===== src/rtl/multicycle_control_if.sv =====
// Control/status bundle between the multicycle RV32 datapath and its main FSM.
// MULTICYCLE_CONTROL_MEM_WAIT_EN adds the mem_ready handshake input.
interface multicycle_control_if #(
    parameter int unsigned CNT_W = 32
);
    logic             run;
    logic [6:0]       opcode;
    logic [6:0]       funct7;
    logic             zero;
`ifdef MULTICYCLE_CONTROL_MEM_WAIT_EN
    logic             mem_ready;
`endif
    logic [1:0]       aluop;
    logic [1:0]       alu_src_a;
    logic [1:0]       alu_src_b;
    logic [1:0]       result_src;
    logic             adr_src;
    logic             ir_write;
    logic             mem_write;
    logic             reg_write;
    logic             pc_write;
    logic             illegal;
    logic [CNT_W-1:0] instret;

    modport slave (
`ifdef MULTICYCLE_CONTROL_MEM_WAIT_EN
        input  mem_ready,
`endif
        input  run, opcode, funct7, zero,
        output aluop, alu_src_a, alu_src_b, result_src, adr_src,
        output ir_write, mem_write, reg_write, pc_write, illegal, instret
    );

    modport master (
`ifdef MULTICYCLE_CONTROL_MEM_WAIT_EN
        output mem_ready,
`endif
        output run, opcode, funct7, zero,
        input  aluop, alu_src_a, alu_src_b, result_src, adr_src,
        input  ir_write, mem_write, reg_write, pc_write, illegal, instret
    );
endinterface


===== src/rtl/multicycle_control.sv =====
// Main FSM of the multicycle RV32 core: lw, sw, R-type add/sub/and/or, beq; all else traps.
// MULTICYCLE_CONTROL_MEM_WAIT_EN: FETCH/MEMRD/MEMWR stall on mem_ready with their strobes held.
module multicycle_control #(
    parameter int unsigned CNT_W        = 32,
    parameter int unsigned ILLEGAL_HALT = 1
) (
    input  logic                 clk,
    input  logic                 rst_n,
    multicycle_control_if.slave  bus
);
    typedef enum logic [3:0] {
        StFetch  = 4'd0,
        StDecode = 4'd1,
        StMemAdr = 4'd2,
        StMemRd  = 4'd3,
        StMemWb  = 4'd4,
        StMemWr  = 4'd5,
        StExecR  = 4'd6,
        StAluWb  = 4'd7,
        StBeq    = 4'd8,
        StTrap   = 4'd9
    } state_e;

    localparam logic [6:0] OpLoad   = 7'b0000011;
    localparam logic [6:0] OpStore  = 7'b0100011;
    localparam logic [6:0] OpRType  = 7'b0110011;
    localparam logic [6:0] OpBranch = 7'b1100011;

    state_e           r_state;
    state_e           w_state_d;
    logic [CNT_W-1:0] r_instret;
    logic             w_retire;
    logic             w_mem_ready;
    logic             w_pc_update;
    logic             w_branch;
    logic [1:0]       w_aluop;
    logic [1:0]       w_alu_src_a;
    logic [1:0]       w_alu_src_b;
    logic [1:0]       w_result_src;
    logic             w_adr_src;
    logic             w_ir_write;
    logic             w_mem_write;
    logic             w_reg_write;
    logic             w_pc_write;
    logic             w_illegal;

`ifdef MULTICYCLE_CONTROL_MEM_WAIT_EN
    assign w_mem_ready = bus.mem_ready;
`else
    assign w_mem_ready = 1'b1;
`endif

    always_ff @(posedge clk or negedge rst_n) begin
        if (!rst_n) begin
            r_state   <= StFetch;
            r_instret <= '0;
        end else begin
            r_state <= w_state_d;
            if (w_retire) begin
                r_instret <= r_instret + CNT_W'(1);
            end
        end
    end

    always_comb begin
        w_state_d    = r_state;
        w_retire     = 1'b0;
        w_pc_update  = 1'b0;
        w_branch     = 1'b0;
        w_aluop      = 2'b00;
        w_alu_src_a  = 2'b00;
        w_alu_src_b  = 2'b00;
        w_result_src = 2'b00;
        w_adr_src    = 1'b0;
        w_ir_write   = 1'b0;
        w_mem_write  = 1'b0;
        w_reg_write  = 1'b0;
        w_illegal    = 1'b0;
        case (r_state)
            StFetch: begin
                if (bus.run) begin
                    w_ir_write   = 1'b1;
                    w_alu_src_b  = 2'b10;
                    w_result_src = 2'b10;
                    w_pc_update  = 1'b1;
                    if (w_mem_ready) w_state_d = StDecode;
                end
            end
            StDecode: begin
                // Branch target is computed here so BEQ can reuse the ALU for the compare.
                w_alu_src_a = 2'b01;
                w_alu_src_b = 2'b01;
                if (bus.opcode == OpLoad || bus.opcode == OpStore) begin
                    w_state_d = StMemAdr;
                end else if (bus.opcode == OpRType &&
                             (bus.funct7 == 7'b0000000 || bus.funct7 == 7'b0100000)) begin
                    w_state_d = StExecR;
                end else if (bus.opcode == OpBranch) begin
                    w_state_d = StBeq;
                end else begin
                    w_state_d = StTrap;
                end
            end
            StMemAdr: begin
                w_alu_src_a = 2'b10;
                w_alu_src_b = 2'b01;
                w_state_d   = (bus.opcode == OpLoad) ? StMemRd : StMemWr;
            end
            StMemRd: begin
                w_adr_src = 1'b1;
                if (w_mem_ready) w_state_d = StMemWb;
            end
            StMemWb: begin
                w_result_src = 2'b01;
                w_reg_write  = 1'b1;
                w_retire     = 1'b1;
                w_state_d    = StFetch;
            end
            StMemWr: begin
                w_adr_src   = 1'b1;
                w_mem_write = 1'b1;
                if (w_mem_ready) begin
                    w_retire  = 1'b1;
                    w_state_d = StFetch;
                end
            end
            StExecR: begin
                w_alu_src_a = 2'b10;
                w_aluop     = 2'b10;
                w_state_d   = StAluWb;
            end
            StAluWb: begin
                w_reg_write = 1'b1;
                w_retire    = 1'b1;
                w_state_d   = StFetch;
            end
            StBeq: begin
                w_alu_src_a = 2'b10;
                w_aluop     = 2'b01;
                w_branch    = 1'b1;
                w_retire    = 1'b1;
                w_state_d   = StFetch;
            end
            StTrap: begin
                w_illegal = 1'b1;
                if (ILLEGAL_HALT == 0) w_state_d = StFetch;
            end
            default: w_state_d = StFetch;
        endcase

        w_pc_write = w_pc_update | (w_branch & bus.zero);

        // Strobes must drop with rst_n itself, not one edge later.
        if (!rst_n) begin
            w_aluop      = 2'b00;
            w_alu_src_a  = 2'b00;
            w_alu_src_b  = 2'b00;
            w_result_src = 2'b00;
            w_adr_src    = 1'b0;
            w_ir_write   = 1'b0;
            w_mem_write  = 1'b0;
            w_reg_write  = 1'b0;
            w_pc_write   = 1'b0;
            w_illegal    = 1'b0;
        end
    end

    assign bus.aluop      = w_aluop;
    assign bus.alu_src_a  = w_alu_src_a;
    assign bus.alu_src_b  = w_alu_src_b;
    assign bus.result_src = w_result_src;
    assign bus.adr_src    = w_adr_src;
    assign bus.ir_write   = w_ir_write;
    assign bus.mem_write  = w_mem_write;
    assign bus.reg_write  = w_reg_write;
    assign bus.pc_write   = w_pc_write;
    assign bus.illegal    = w_illegal;
    assign bus.instret    = r_instret;
endmodule


===== src/flat_wrapper.sv =====
// flat-port wrapper written by rule: the top's interface ports become plain ports
module multicycle_control_flat 
#(
    parameter int unsigned CNT_W        = 32,
    parameter int unsigned ILLEGAL_HALT = 1
)
  (clk, rst_n, bus_run, bus_opcode, bus_funct7, bus_zero, bus_aluop, bus_alu_src_a, bus_alu_src_b, bus_result_src, bus_adr_src, bus_ir_write, bus_mem_write, bus_reg_write, bus_pc_write, bus_illegal, bus_instret);
  multicycle_control_if #(.CNT_W(CNT_W)) bus_i ();
  input  logic clk;
  input  logic rst_n;
  input wire logic [$bits(bus_i.run)-1:0] bus_run;
  input wire logic [$bits(bus_i.opcode)-1:0] bus_opcode;
  input wire logic [$bits(bus_i.funct7)-1:0] bus_funct7;
  input wire logic [$bits(bus_i.zero)-1:0] bus_zero;
  output wire logic [$bits(bus_i.aluop)-1:0] bus_aluop;
  output wire logic [$bits(bus_i.alu_src_a)-1:0] bus_alu_src_a;
  output wire logic [$bits(bus_i.alu_src_b)-1:0] bus_alu_src_b;
  output wire logic [$bits(bus_i.result_src)-1:0] bus_result_src;
  output wire logic [$bits(bus_i.adr_src)-1:0] bus_adr_src;
  output wire logic [$bits(bus_i.ir_write)-1:0] bus_ir_write;
  output wire logic [$bits(bus_i.mem_write)-1:0] bus_mem_write;
  output wire logic [$bits(bus_i.reg_write)-1:0] bus_reg_write;
  output wire logic [$bits(bus_i.pc_write)-1:0] bus_pc_write;
  output wire logic [$bits(bus_i.illegal)-1:0] bus_illegal;
  output wire logic [$bits(bus_i.instret)-1:0] bus_instret;
  assign bus_i.run = bus_run;
  assign bus_i.opcode = bus_opcode;
  assign bus_i.funct7 = bus_funct7;
  assign bus_i.zero = bus_zero;
  assign bus_aluop = bus_i.aluop;
  assign bus_alu_src_a = bus_i.alu_src_a;
  assign bus_alu_src_b = bus_i.alu_src_b;
  assign bus_result_src = bus_i.result_src;
  assign bus_adr_src = bus_i.adr_src;
  assign bus_ir_write = bus_i.ir_write;
  assign bus_mem_write = bus_i.mem_write;
  assign bus_reg_write = bus_i.reg_write;
  assign bus_pc_write = bus_i.pc_write;
  assign bus_illegal = bus_i.illegal;
  assign bus_instret = bus_i.instret;
  multicycle_control #(.CNT_W(CNT_W), .ILLEGAL_HALT(ILLEGAL_HALT)) u_core (.clk(clk), .rst_n(rst_n), .bus(bus_i));
endmodule

===== config.mk =====
export PLATFORM = sky130hd
export DESIGN_NAME = multicycle_control_flat
export DESIGN_NICKNAME = d
export VERILOG_FILES = /design/src/rtl/multicycle_control_if.sv /design/src/rtl/multicycle_control.sv /design/src/flat_wrapper.sv
export SDC_FILE = /design/constraint.sdc
export NUM_CORES = 1
export LEC_CHECK = 0
export ABC_AREA = 1
export CAP_MARGIN = 10
export CELL_PAD_IN_SITES_DETAIL_PLACEMENT = 0
export CELL_PAD_IN_SITES_GLOBAL_PLACEMENT = 2
export CORE_MARGIN = 2
export CORE_UTILIZATION = 29
export CTS_BUF_LIST = sky130_fd_sc_hd__clkbuf_8
export CTS_CLUSTER_DIAMETER = 100
export CTS_CLUSTER_SIZE = 30
export DETAILED_ROUTE_END_ITERATION = 8
export GPL_TIMING_DRIVEN = 0
export PLACE_DENSITY_LB_ADDON = 0.1
export SETUP_SLACK_MARGIN = 0.2
export SYNTH_ARGS = -nofsm -noshare
export SYNTH_HDL_FRONTEND = slang
export SYNTH_SLANG_ARGS = --single-unit

===== constraint.sdc =====
create_clock -name clk -period 4.3 [get_ports clk]
set_input_delay 0.86 -clock clk [delete_from_list [all_inputs] [get_ports clk]]
set_output_delay 0.86 -clock clk [all_outputs]
set_load 0.05 [all_outputs]

==> results.ini, run 1 <==
[drt]
routed_wl_um=6511
drtPass1Iterations=4
drcViolationCount=0
drtAntennaViolNets=0
routed-wl-met2_um=3110
via_per_inst=4.470
wire_per_inst_um=12.55
wl_met1_um=3094
met3_length_um=224
drt_iter0_markers=73
num_vias=2320
highest-signal-layer=met4

[cells_and_area]
syn2layout_area_growth_pct=35.22
drive_gt1_share_pct=9.662
diodes=0
nets=432
utilization_pct=39.95
fill_cells=902

[placed_design]
place_hpwl_um=5106
place_congestion=0.7804
io_buffers=62

[timing]
final_hold_viol_count=0
skew_ns=0.004067
period_share_pct=85.22
max_freq_ghz=0.2729
slew_viol_final=0
period_minus_slack_ns=3.665
worst_pin_slew_ns=0.5452
hold_ws_ns=0.5213
relSlewSlack_pct=63.66
rsz0062_at_grt=false
finalSetupViolations=0

[job]
drv_cap=0

[worst_setup_path]
crit_slowest_cell=clkdlybuf4s50_1
cpPeakStageDelay_ns=0.79
crit_arrival_ns=2.80
cp.required_ns=3.44
start_kind=input pin
criticalPathCategory=in -> out
worstSetupStartpoint=rst_n
crit_family=buffers and inverters
worstPathCellList=clkbuf_4, inv_1, clkbuf_1, nor2_1, buf_4, clkdlybuf4s50_1
path_max_fanout=38
critPathBufInv=5
r2r_start=u_core.bus.instret[0]$_DFFE_PN0P_
crit_path_end_kind=output port

[synth]
ys_seq_area_share_pct=37.68
synth_nets=363
synth_top_area_share_pct=37.68
synth_seq_cells=36
yosys.cell_types.count=29
yosys_warnings=0
synth_top_area_cell=dfrtp_1
syn-cell-area_mm2=0.002391
syn_avg_cell_area_um2=6.951
synthTopCellsByArea=dfrtp_1 (38%), nand2_1 (19%), nor2_1 (8.9%)
synthCells=344

[floorplanning]
die_area_mm2=0.008987
start_util_pct=29.55
num_rows=33
die_y_um=94.80
die_x_um=94.80
ioPinCount=64
core_area_mm2=0.008093

[clock_network]
clkLatencyLatePin_ns=0.29
root_buffer=clkbuf_8
cts_buffers=5
cts_max_path_buffers=2
cts_sinks=36
hold_buffers=0
cts_tree=yes
cts.clk_slew.worst_paths_ns=0.08
cts_max_level=2

[run_status]
status=completed

[grt]
grt_antenna_before_repair=0
grtUsageTotal_pct=15.52
grt_pass1_vias=2213
grt_pass1_wl_um=10670
grt_overflow=0
grt_start_max_net_pins=39

[power]
pwr-share-comb_pct=41.1
switching_share_pct=43.90
leakagePower_uw=0.001389
pwr-share-seq_pct=36.4
power.switching_uw=503.6
ir_drop_mv=0.2502
p_int_uw=643.6
pwr_density_cell_mw_per_mm2=354.8
clkPwrFrac_pct=22.5

[min_path]
min_from=u_core.bus.instret[12]$_DFFE_PN0P_
hold_class=reg -> reg

## Yosys cell counts, drive strengths merged
cell type	instances
o21bai	1
o21ai	2
o22ai	1
dfrtp	36
ha	1
nor4	1
nor3	4
a21oi	1
nand3b	6
nor2	73
inv	35
nand2	132
nand4	9
xnor2	6
clkbuf	1
nand3	20
xor2	11
o2111ai	1
a31oi	1
buf	2
## layout make-up
| class | instances | area (um^2) | area share [%] |
|---|---|---|---|
| Clock inverter | 2 | 10.01 | 0.3096 |
| Inverter | 35 | 131.4 | 4.063 |
| Clock buffer | 6 | 82.58 | 2.554 |
| Multi-Input combinational cell | 270 | 1336 | 41.33 |
| Timing Repair Buffer | 62 | 618.1 | 19.12 |
| Sequential cell | 36 | 900.9 | 27.86 |
| Tap cell | 105 | 131.4 | 4.063 |
| Buffer | 3 | 22.52 | 0.6966 |
## final timing paths
kind                                                            to  depth (start not counted)  slack [ns]
worst max-delay path                             bus_result_src[1]                          6        0.64
worst min-delay path            u_core.bus.instret[12]$_DFFE_PN0P_                          1        0.52
worst max register to register  u_core.bus.instret[28]$_DFFE_PN0P_                          8        2.58
worst min register to register  u_core.bus.instret[12]$_DFFE_PN0P_                          1        0.52
max in group asynchronous       u_core.bus.instret[31]$_DFFE_PN0P_                          1        3.35
min in group asynchronous       u_core.bus.instret[10]$_DFFE_PN0P_                          1        0.58
## layout by cell type, fill, tap and decap left out, types with 7 or more instances in the layout
cell type        count
dfrtp_1             36
nor2_2               9
inv_1               34
nand2_1            124
nand3_1             17
nor2_4               7
xor2_1              11
clkdlybuf4s50_1     61
nor2_1              57
nand4_1              8
## sequential cells by signal, summed over array words and instances (netlist names)
signal and flops:
u_core.bus.instret 32, u_core.r_state 4
## kinds of logic (layout without fill, tap and decap cells)
family	Yosys count	after routing	synth area share (%)
AOI/OAI and AO/OA	7	7	1.832
xor gates and xnor gates	17	17	6.227
DFF	36	36	37.68
adders and majority gates	1	1	0.5232
and+or+nand+nor	245	245	47.31
buffers and inverters	38	108	6.436
## stage by stage
| stage | setup WS (ns) | instances | power (uW) | cell area [um^2] | TNS [ns] |
|---|---|---|---|---|---|
| finish | 0.6355 | 519 | 1147 | 3233 | 0 |
| global route | 0.4392 | 519 | 1220 | 3233 | 0 |
| CTS | 0.3236 | 519 | 1166 | 3231 | 0 |
| detailed placement | 0.3226 | 511 | 902.1 | 3138 | 0 |
| global placement | -0.7761 | 511 | 903.8 | 3143 | -8.700 |
| floorplan | 1.216 | 344 | 734.1 | 2391 | 0 |
## layer usage
| layer | global-route usage (%) | vias to the layer above |
|---|---|---|
| met4 | 4.348 | 0 |
| met1 | 20.36 | 1056 |
| met5 | 0 | - |
| met3 | 2.953 | 6 |
| met2 | 26.00 | 48 |
| li1 | - | 1210 |
## worst reg2reg max path: cells and delay by family, from the launching register on
kind	cells	cell delay, ns
simple gates	7	0.90
flops	1	0.45
fa+ha+maj	1	0.26
## power by group through the flow
stage               Combinational [uW]  Sequential (uW)  Clock, uW
floorplan                          247              488          0
global placement                   480              423          0
detailed placement                 477              425          0
CTS                                479              419        268
global route                       513              424        282
finish                             472              417        258
## what timing repair did
action	in CTS	in global routing
setup endpoints to repair	0	2
endpoints found under the hold margin	0	0
buffers inserted	0	0
gates resized for setup	0	1
No activity file was read; power rests on OpenSTA's default activity.
==> run 2, diff against run 1 <==
CORE_MARGIN = unset   (was 2)
SLEW_MARGIN = 15   (was unset)
==> results.ini, run 2 (synthesized netlist as in run 1, its figures left out) <==
[power]
pwr_density_cell_mw_per_mm2=368.8  ; was 354.8 mW/mm^2
leakagePower_uw=0.001404  ; was 0.001389 uW
ir_drop_mv=0.3783  ; was 0.2502 mV
p_total_uw=1207  ; was 1147 uW

[worst_setup_path]
crit_arrival_ns=2.86  ; was 2.80 ns
crit_family=buffers and inverters  ; unchanged
cp.required_ns=3.44  ; about the same
cpPeakStageDelay_ns=0.79  ; about the same
critPathBufInv=6  ; was 5
path_max_fanout=20  ; was 38
start_kind=input pin  ; unchanged
criticalPathCategory=in -> out  ; unchanged
crit_slowest_cell=clkdlybuf4s50_1  ; unchanged
worstPathCellList=buf_2, buf_16, inv_1, clkbuf_1, nor2_1, buf_4, clkdlybuf4s50_1  ; was clkbuf_4, inv_1, clkbuf_1, nor2_1, buf_4, clkdlybuf4s50_1
crit_path_end_kind=output port  ; unchanged

[timing]
worst_pin_slew_ns=0.5290  ; was 0.5452 ns
skew_ns=0.01045  ; was 0.004067 ns
period_share_pct=86.50  ; was 85.22%
rsz0062_at_grt=false  ; unchanged
finalSetupViolations=0  ; unchanged
final_hold_viol_count=0  ; unchanged
fin_ws_ns=0.5806  ; was 0.6355 ns
relSlewSlack_pct=64.63  ; was 63.66%
slew_viol_final=0  ; unchanged
period_minus_slack_ns=3.719  ; was 3.665 ns
hold_ws_ns=0.5123  ; was 0.5213 ns
max_freq_ghz=0.2689  ; was 0.2729 GHz

[drt]
drcViolationCount=0  ; unchanged
drt_iter0_markers=73  ; unchanged
wire_per_inst_um=12.77  ; was 12.55 um
via_per_inst=4.518  ; was 4.470
num_vias=2336  ; was 2320
routed_wl_um=6601  ; was 6511 um
drtAntennaViolNets=0  ; unchanged
drtPass1Iterations=4  ; unchanged

[cells_and_area]
design_area_mm2=0.003273  ; was 0.003233 mm^2
largest_reg_flops=32  ; unchanged
diodes=0  ; unchanged
syn2layout_area_growth_pct=36.89  ; was 35.22%
nets=433  ; was 432
most-common-layout-cells=nand2_1 (124), clkdlybuf4s50_1 (61), nor2_1 (57)  ; unchanged
final_cell_count_no_fill=517  ; was 519
drive_gt1_share_pct=9.880  ; was 9.662%
final_common_cell=nand2_1  ; unchanged
fill_cells=841  ; was 902

[placed_design]
place_congestion=0.7843  ; was 0.7804
post-place-ws_ns=0.5276  ; was 0.3226 ns
dpl_cell_area_mm2=0.003162  ; was 0.003138 mm^2
dpl.cell_count=509  ; was 511
io_buffers=62  ; unchanged
place_hpwl_um=5229  ; was 5106 um

[clock_network]
cts_max_path_buffers=2  ; unchanged
root_buffer=clkbuf_8  ; unchanged
hold_buffers=0  ; unchanged
cts_buffers=5  ; unchanged
clkLatencyLatePin_ns=0.30  ; was 0.29 ns
cts_tree=yes  ; unchanged
cts.clk_slew.worst_paths_ns=0.08  ; about the same
cts_max_level=2  ; unchanged
post_cts_buffers=0  ; unchanged
cts_sinks=36  ; unchanged
cts-resized-gates=0  ; unchanged

[run_status]
status=completed  ; unchanged

[floorplanning]
ioPinCount=64  ; unchanged
die_area_mm2=0.008612  ; was 0.008987 mm^2
start_util_pct=30.47  ; was 29.55%
die_y_um=92.80  ; was 94.80 um
die_x_um=92.80  ; was 94.80 um
core_area_mm2=0.007848  ; was 0.008093 mm^2
num_rows=32  ; was 33

[job]
drv_cap=0  ; unchanged

[grt]
grt_antenna_before_repair=0  ; unchanged
grtUsageTotal_pct=16.59  ; was 15.52%
grt_pass1_vias=2250  ; was 2213
grt_start_max_net_pins=21  ; was 39
grt_pass1_wl_um=10950  ; was 10670 um
grt_overflow=0  ; unchanged

[min_path]
hold_class=in -> async  ; was reg -> reg

[run 2: cell types whose count changed in the layout (fill, tap and decap cells not counted)]
cell,previous run,this run
clkbuf_8,6,5
clkinvlp_4,0,1
clkinv_2,2,1
clkbuf_4,1,0
buf_16,0,1
buf_2,0,1
bufinv_16,0,1
[run 2: metal layers]
| metal | vias to the layer above | GRT usage [%] | part of all wire [%] |
|---|---|---|---|
| met5 | - | 0 | 0 |
| met4 | 0 | 4.231 | 1.1 |
| met3 | 9 | 3.448 | 4.4 |
| met2 | 53 | 25.06 | 42 |
| met1 | 1064 | 23.88 | 52 |
| li1 | 1210 | - | - |
[run 2: worst paths after layout]
check	start	to	slack (ns)	cells past startpoint
worst min-delay path	rst_n	u_core.bus.instret[12]$_DFFE_PN0P_	0.51	1
worst max register to register	u_core.bus.instret[1]$_DFFE_PN0P_	u_core.bus.instret[28]$_DFFE_PN0P_	2.57	8
min in group clk	u_core.bus.instret[15]$_DFFE_PN0P_	u_core.bus.instret[15]$_DFFE_PN0P_	0.51	1
worst max-delay path	rst_n	bus_result_src[1]	0.58	7
worst min register to register	u_core.bus.instret[15]$_DFFE_PN0P_	u_core.bus.instret[15]$_DFFE_PN0P_	0.51	1
max in group asynchronous	rst_n	u_core.bus.instret[0]$_DFFE_PN0P_	3.31	2
[run 2: final cells by class]
class | instances | area (um^2) | area share (%)
multi-input cells | 270 | 1336 | 40.83
well taps | 102 | 127.6 | 3.899
plain buffers | 3 | 22.52 | 0.6881
clock buffers | 5 | 68.82 | 2.102
inverters | 35 | 131.4 | 4.014
flip-flops and latches | 36 | 900.9 | 27.52
clock inverters | 3 | 42.54 | 1.300
repair buffers | 63 | 643.1 | 19.65
[run 2: through the flow]
step                utilization [%]  TNS [ns]
floorplan                         -         0
global placement              40.00    -8.547
detailed placement            40.29         0
CTS                           41.71         0
global route                  41.71         0
finish                        41.71         0
[run 2: where the power goes]
part | internal (uW) | switching [uW]
logic | 148 | 331
clock network | 172 | 139
registers | 370 | 47.8
[run 2: worst reg2reg max path: cells and delay by family (launching register included)]
kind / cells / cell delay (ns)
AND/OR/NAND/NOR: 7 / 0.92
adder cells (fa/ha/maj): 1 / 0.26
flip-flops: 1 / 0.45
